**src/rtl/simac_pkg.sv**
```systemverilog
// rtl/simac_pkg.sv - shared opcodes, fetch states and widths for the accumulator CPU
package simac_pkg;

    localparam int AW_DEFAULT = 5;
    localparam int DW_DEFAULT = 8;

    localparam logic [2:0] OP_ADD = 3'b000;
    localparam logic [2:0] OP_SUB = 3'b001;
    localparam logic [2:0] OP_LDA = 3'b010;
    localparam logic [2:0] OP_STA = 3'b011;
    localparam logic [2:0] OP_JMP = 3'b100;
    localparam logic [2:0] OP_JZ  = 3'b101;
    localparam logic [2:0] OP_JC  = 3'b110;
    localparam logic [2:0] OP_HLT = 3'b111;

    typedef enum logic [2:0] {
        ST_IDLE,
        ST_FETCH,
        ST_DECODE,
        ST_EXEC,
        ST_HALT
    } fetch_state_t;

    // jmp qualifies the branch; the flags select which conditional branch fires
    function automatic logic branch_taken(
        input logic [2:0] op,
        input logic       jmp,
        input logic       zf,
        input logic       cf
    );
        return jmp && ((op == OP_JMP) || ((op == OP_JZ) && zf) || ((op == OP_JC) && cf));
    endfunction

endpackage

```
**src/rtl/fetch_unit_pc_unit.sv**
```systemverilog
// rtl/fetch_unit_pc_unit.sv - program counter register with load-over-increment priority
module pc_unit
    import simac_pkg::*;
#(
    parameter int AW = AW_DEFAULT
) (
    input  logic          clk_i,
    input  logic          rst_i,
    input  logic          inc_en,
    input  logic          load_en,
    input  logic [AW-1:0] load_val,
    output logic [AW-1:0] pc
);

    logic [AW-1:0] pc_q;

    always_ff @(posedge clk_i) begin
        if (rst_i) begin
            pc_q <= '0;
        end else if (load_en) begin
            pc_q <= load_val;
        end else if (inc_en) begin
            pc_q <= pc_q + AW'(1);
        end
    end

    assign pc = pc_q;

endmodule

```
**src/rtl/fetch_unit.sv**
```systemverilog
// rtl/fetch_unit.sv - fetch/decode/execute sequencer owning the PC and instruction register
module fetch_unit
    import simac_pkg::*;
#(
    parameter int AW = AW_DEFAULT,
    parameter int DW = DW_DEFAULT
) (
    input  logic          clk_i,
    input  logic          rst_i,
    output logic [AW-1:0] mem_addr_o,
    output logic          mem_rd_o,
    input  logic [DW-1:0] mem_rdata_i,
    input  logic          mem_ack_i,
    output logic [2:0]    op_o,
    output logic [AW-1:0] operand_o,
    output logic          exec_o,
    input  logic          exec_done_i,
    input  logic          jmp_i,
    input  logic          zf_i,
    input  logic          cf_i,
    output logic [AW-1:0] pc_o,
    output logic          halted_o
);

    fetch_state_t  state;
    logic [DW-1:0] ir;
    logic          mem_rd_q;
    logic          exec_q;
    logic          halted_q;
    logic [AW-1:0] pc;
    logic          exec_fire;
    logic          taken;

    assign op_o      = ir[DW-1:DW-3];
    assign operand_o = ir[AW-1:0];

    // PC only moves on the edge that retires an instruction
    assign exec_fire = (state == ST_EXEC) && exec_done_i;
    assign taken     = branch_taken(op_o, jmp_i, zf_i, cf_i);

    pc_unit #(.AW(AW)) u_pc (
        .clk_i    (clk_i),
        .rst_i    (rst_i),
        .inc_en   (exec_fire && !taken),
        .load_en  (exec_fire && taken),
        .load_val (operand_o),
        .pc       (pc)
    );

    // Moore outputs are registered alongside the state they decode
    always_ff @(posedge clk_i) begin
        if (rst_i) begin
            state    <= ST_IDLE;
            ir       <= '0;
            mem_rd_q <= 1'b0;
            exec_q   <= 1'b0;
            halted_q <= 1'b0;
        end else begin
            case (state)
                ST_IDLE: begin
                    state    <= ST_FETCH;
                    mem_rd_q <= 1'b1;
                end
                ST_FETCH: begin
                    if (mem_ack_i) begin
                        ir       <= mem_rdata_i;
                        state    <= ST_DECODE;
                        mem_rd_q <= 1'b0;
                    end
                end
                ST_DECODE: begin
                    if (op_o == OP_HLT) begin
                        state    <= ST_HALT;
                        halted_q <= 1'b1;
                    end else begin
                        state  <= ST_EXEC;
                        exec_q <= 1'b1;
                    end
                end
                ST_EXEC: begin
                    if (exec_done_i) begin
                        state    <= ST_FETCH;
                        exec_q   <= 1'b0;
                        mem_rd_q <= 1'b1;
                    end
                end
                ST_HALT: begin
                    state <= ST_HALT;
                end
                default: begin
                    state    <= ST_IDLE;
                    mem_rd_q <= 1'b0;
                    exec_q   <= 1'b0;
                    halted_q <= 1'b0;
                end
            endcase
        end
    end

    assign mem_rd_o   = mem_rd_q;
    assign exec_o     = exec_q;
    assign halted_o   = halted_q;
    assign pc_o       = pc;
    assign mem_addr_o = pc;

endmodule

```
**config.mk**
```make
export PLATFORM = sky130hd
export DESIGN_NAME = fetch_unit
export DESIGN_NICKNAME = d
export VERILOG_FILES = /design/src/rtl/simac_pkg.sv /design/src/rtl/fetch_unit_pc_unit.sv /design/src/rtl/fetch_unit.sv
export SDC_FILE = /design/constraint.sdc
export NUM_CORES = 1
export LEC_CHECK = 0
export CAP_MARGIN = 20
export CORE_MARGIN = 5
export CORE_UTILIZATION = 47
export DETAILED_ROUTE_END_ITERATION = 7
export GPL_TIMING_DRIVEN = 0
export PLACE_DENSITY = 0.84
export SYNTH_ARGS = -nofsm -noshare
export SYNTH_HDL_FRONTEND = slang
export SYNTH_SLANG_ARGS = --single-unit
```
**constraint.sdc**
```tcl
create_clock -name clk_i -period 3.3 [get_ports clk_i]
set_input_delay 0.33 -clock clk_i [delete_from_list [all_inputs] [get_ports clk_i]]
set_output_delay 0.33 -clock clk_i [all_outputs]
set_load 0.02 [all_outputs]
```
==> key figures <==
Status
  • Status: finished, final reports clean

Synthesis
  • Post-synthesis compound-gate area fraction: 16.48%
  • Adder and majority gate portion of the synthesized area: 1.258%
  • Area contributors post-synth: sky130_fd_sc_hd__dfxtp_1 38%, sky130_fd_sc_hd__mux2i_1 8.1%, sky130_fd_sc_hd__nor2_1 4.9%, sky130_fd_sc_hd__buf_4 4.5%, sky130_fd_sc_hd__nand2_1 3.4%
  • Number of distinct library cells after synthesis: 33
  • Number of flops mapped to enable cells by yosys: 0
  • Dominant combinational cell family by area after synthesis: simple AND/OR/NAND/NOR gates
  • Dominant cell type by area after synthesis: sky130_fd_sc_hd__dfxtp_1
  • Cell types with the highest counts after synthesis: 19 x sky130_fd_sc_hd__dfxtp_1, 13 x sky130_fd_sc_hd__nor2_1, 9 x sky130_fd_sc_hd__nand2_1
  • Fraction of synthesized cell area taken by the top area cell type: 38.24%
  • Most frequent cell after synthesis: sky130_fd_sc_hd__dfxtp_1
  • XOR/XNOR Fraction of Synth Area: 0%
  • Fraction of the mapped netlist area in simple logic gates: 28.93%
  • Syn_area_per_cell: 8.803 um^2
  • Multiplexer share of the synthesized area: 8.050%
  • Gate count after technology mapping: 113
  • Synthesized Nets: 129
  • Share of the yosys chip area belonging to registers: 38.24%
  • Fraction of registers with async set/reset: 0%
  • Main flop type after synthesis: sky130_fd_sc_hd__dfxtp_1
  • FF+latch count, synth: 19
  • Number of warnings issued by yosys: 0
  • Post-synthesis instance area: 994.7 um^2

Global route
  • Global-route wire length before repair: 4229 um
  • Number of global-route vias before repair: 914
  • Maximum number of pins on one net before global-route repair: 11
  • GR Util All Layers: 16.67%
  • Grt ovf: 0
  • Number of antenna violations at the first check in global routing: 0

CTS
  • Deepest clock path buffer count: 2
  • Post-cts sizing count: 0
  • Number of setup buffers added after CTS: 0
  • Num Clock Sinks: 19
  • Clk pin slew, worst setup/hold paths: 110 ps
  • Count of H-tree levels built during CTS: 1
  • Number of hold buffers added after cts: 0
  • Clock latency at the later pin of the worst-skew pair: 300 ps
  • TritonCTS clock tree: done
  • Number of buffers added by the clock tree synthesis step: 3
  • CTS Root Buffer Type: sky130_fd_sc_hd__clkbuf_4

Place
  • Final Wtd Congestion: 0.8116
  • HPWL after detailed placement: 1944 um
  • Port buffer count: 34

Power
  • VDD IR max: 0.2536 mV
  • Static Leakage: 0.5227 nW
  • Post-layout power: 0.0004639 W
  • Total power density per cell area: 332.5 nW/um^2

Drt
  • Met2 wire len: 1207 um
  • Routed WL per cell: 14.14 um
  • Post-route met1 wirelength: 1107 um
  • Vias per cell: 5.416
  • Detailed-route wire length: 2517 um
  • Iteration count of the initial detailed-routing pass: 4
  • Via Count: 964
  • Number of nets with antenna violations after detailed routing: 0
  • Met3 WL: 145 um
  • DR top layer: met4
  • Iteration-0 DRC Markers: 25
  • Drt drc: 0

Floorplanning
  • Die Span Y: 56.01 um
  • Die ar.: 3137 um^2
  • Effective utilization at floorplan: 50.19%
  • Number of ports placed on the die boundary: 36
  • Area of the core: 1982 um^2
  • Cell Rows: 16
  • Chip Width: 56.01 um

Final layout
  • Core Util, Final: 70.39%
  • Fraction of final layout cells with drive strength greater than 1: 13.25%
  • Antenna Diode Count: 0
  • Area growth, synth to finish: 40.25%
  • Final nets: 168

STA
  • Final count of negative-setup-slack endpoints: 0
  • Tightest Pin Transition: 491.7 ps
  • Ratio of final minimum period to clock period: 54.91%
  • Final Hold Violating Endpoints: 0
  • Max_slew headroom: 67.22%
  • Time the final worst path needs with I/O delays and setup: 1812 ps
  • Unrepaired setup endpoints after global routing: false
  • Accumulated negative setup slack: 0 ps
  • Max-slew violation count: 0
  • Setup skew after layout: 2.817 ps
  • Maximum clock frequency: 551.9 MHz

Setup path
  • Worst Path Arrival: 1480 ps
  • CP max stage cell: sky130_fd_sc_hd__clkdlybuf4s50_1
  • Family with the most delay on the worst path: buffers and inverters
  • Stage delay of the slowest cell on the critical path: 600 ps
  • Type of element launching the critical path: flop
  • Cell breakdown of the critical path: buf_4 -> clkdlybuf4s50_1
  • Number of cells on the worst reg-to-reg path: 5
  • Critical-path maximum fanout: 5
  • Stages on worst setup path: 2
  • Worst path required time: 2970 ps
  • Number of buffer and inverter stages on the critical path: 2
  • Type of the worst setup path: reg -> out
  • Critical path capture point type: output port

Hold path
  • Hold-critical path depth: 2
  • Min-delay worst type: in -> reg

Run
  • Number of maximum-capacitance constraint violations: 0
==> layout by cell type, fill, tap and decap left out, types with 2 or more instances in the layout <==
cell / count
sky130_fd_sc_hd__mux2i_1: 8
sky130_fd_sc_hd__nor2_1: 13
sky130_fd_sc_hd__buf_4: 6
sky130_fd_sc_hd__o22ai_1: 3
sky130_fd_sc_hd__nand2_1: 9
sky130_fd_sc_hd__a31oi_1: 5
sky130_fd_sc_hd__a21oi_1: 5
sky130_fd_sc_hd__clkbuf_1: 3
sky130_fd_sc_hd__o21ai_0: 4
sky130_fd_sc_hd__and2_1: 3
sky130_fd_sc_hd__buf_2: 2
sky130_fd_sc_hd__dfxtp_1: 19
sky130_fd_sc_hd__nand3_1: 5
sky130_fd_sc_hd__clkdlybuf4s50_1: 34
sky130_fd_sc_hd__clkbuf_4: 3
sky130_fd_sc_hd__nor2b_1: 2
sky130_fd_sc_hd__nand4_1: 5
sky130_fd_sc_hd__nor3_1: 4
sky130_fd_sc_hd__inv_1: 2
==> flip-flops by register name (all words and copies together), names as in the netlist <==
signal    flops
halted_o      1
mem_rd_o      1
u_pc.pc       5
ir            8
state         3
exec_o        1
==> final cells by class <==
type | instances | area, um^2
Fill cell | 147 | 586.8
Multi-Input combinational cell | 82 | 544.3
Sequential cell | 19 | 380.4
Timing Repair Buffer | 34 | 340.3
Buffer | 10 | 62.56
Tap cell | 27 | 33.78
Clock buffer | 4 | 26.28
Inverter | 2 | 7.507
==> kinds of logic after synthesis <==
logic type,count (synthesis)
AND/OR/NAND/NOR,49
AO/OA/AOI/OAI,24
multiplexers,8
buffers and inverters,12
adder cells (fa/ha/maj),1
flip-flops,19
==> per-stage QoR <==
stage	worst slack, ps	hold slack, ps	cell area, um^2	cells
floorplan	1998	477.2	994.7	113
global placement	1652	459.9	1369	174
detailed placement	1596	473.0	1369	174
CTS	1491	472.6	1395	178
global route	1428	498.2	1395	178
finish	1488	479.7	1395	178
==> report_power, final <==
| part | total, W | switching (W) | leakage, nW | internal (W) |
|---|---|---|---|---|
| Sequential | 0.000248 | 0.00000915 | 0.155 | 0.000239 |
| Combinational | 0.0000927 | 0.0000450 | 0.353 | 0.0000477 |
| Clock | 0.000123 | 0.0000760 | 0.0150 | 0.0000472 |
| Total | 0.000464 | 0.000130 | 0.523 | 0.000334 |
==> final timing paths <==
path / start / slack, ps / end
max: u_pc.pc[1]$_SDFFE_PP0P_ / 1490 / pc_o[1]
min: rst_i / 480 / u_pc.pc[3]$_SDFFE_PP0P_
max reg2reg: state[1]$_SDFFE_PP0P_ / 1940 / u_pc.pc[1]$_SDFFE_PP0P_
min reg2reg: halted_o$_SDFFE_PP0P_ / 490 / halted_o$_SDFFE_PP0P_
==> metal layers <==
layer / vias up / global-route usage [%]
met5: - / 0
met1: 439 / 20.48
li1: 481 / -
met2: 35 / 28.05
met3: 9 / 3.248
met4: 0 / 7.119
==> worst register-to-register path, stage by stage, from the launching register on <==
cell and delay [ps]:
sky130_fd_sc_hd__dfxtp_1 320, sky130_fd_sc_hd__buf_2 190, sky130_fd_sc_hd__nand3_1 170, sky130_fd_sc_hd__nor2_2 270, sky130_fd_sc_hd__nor2_1 80, sky130_fd_sc_hd__a311oi_2 240
No activity file was read; power rests on OpenSTA's default activity.
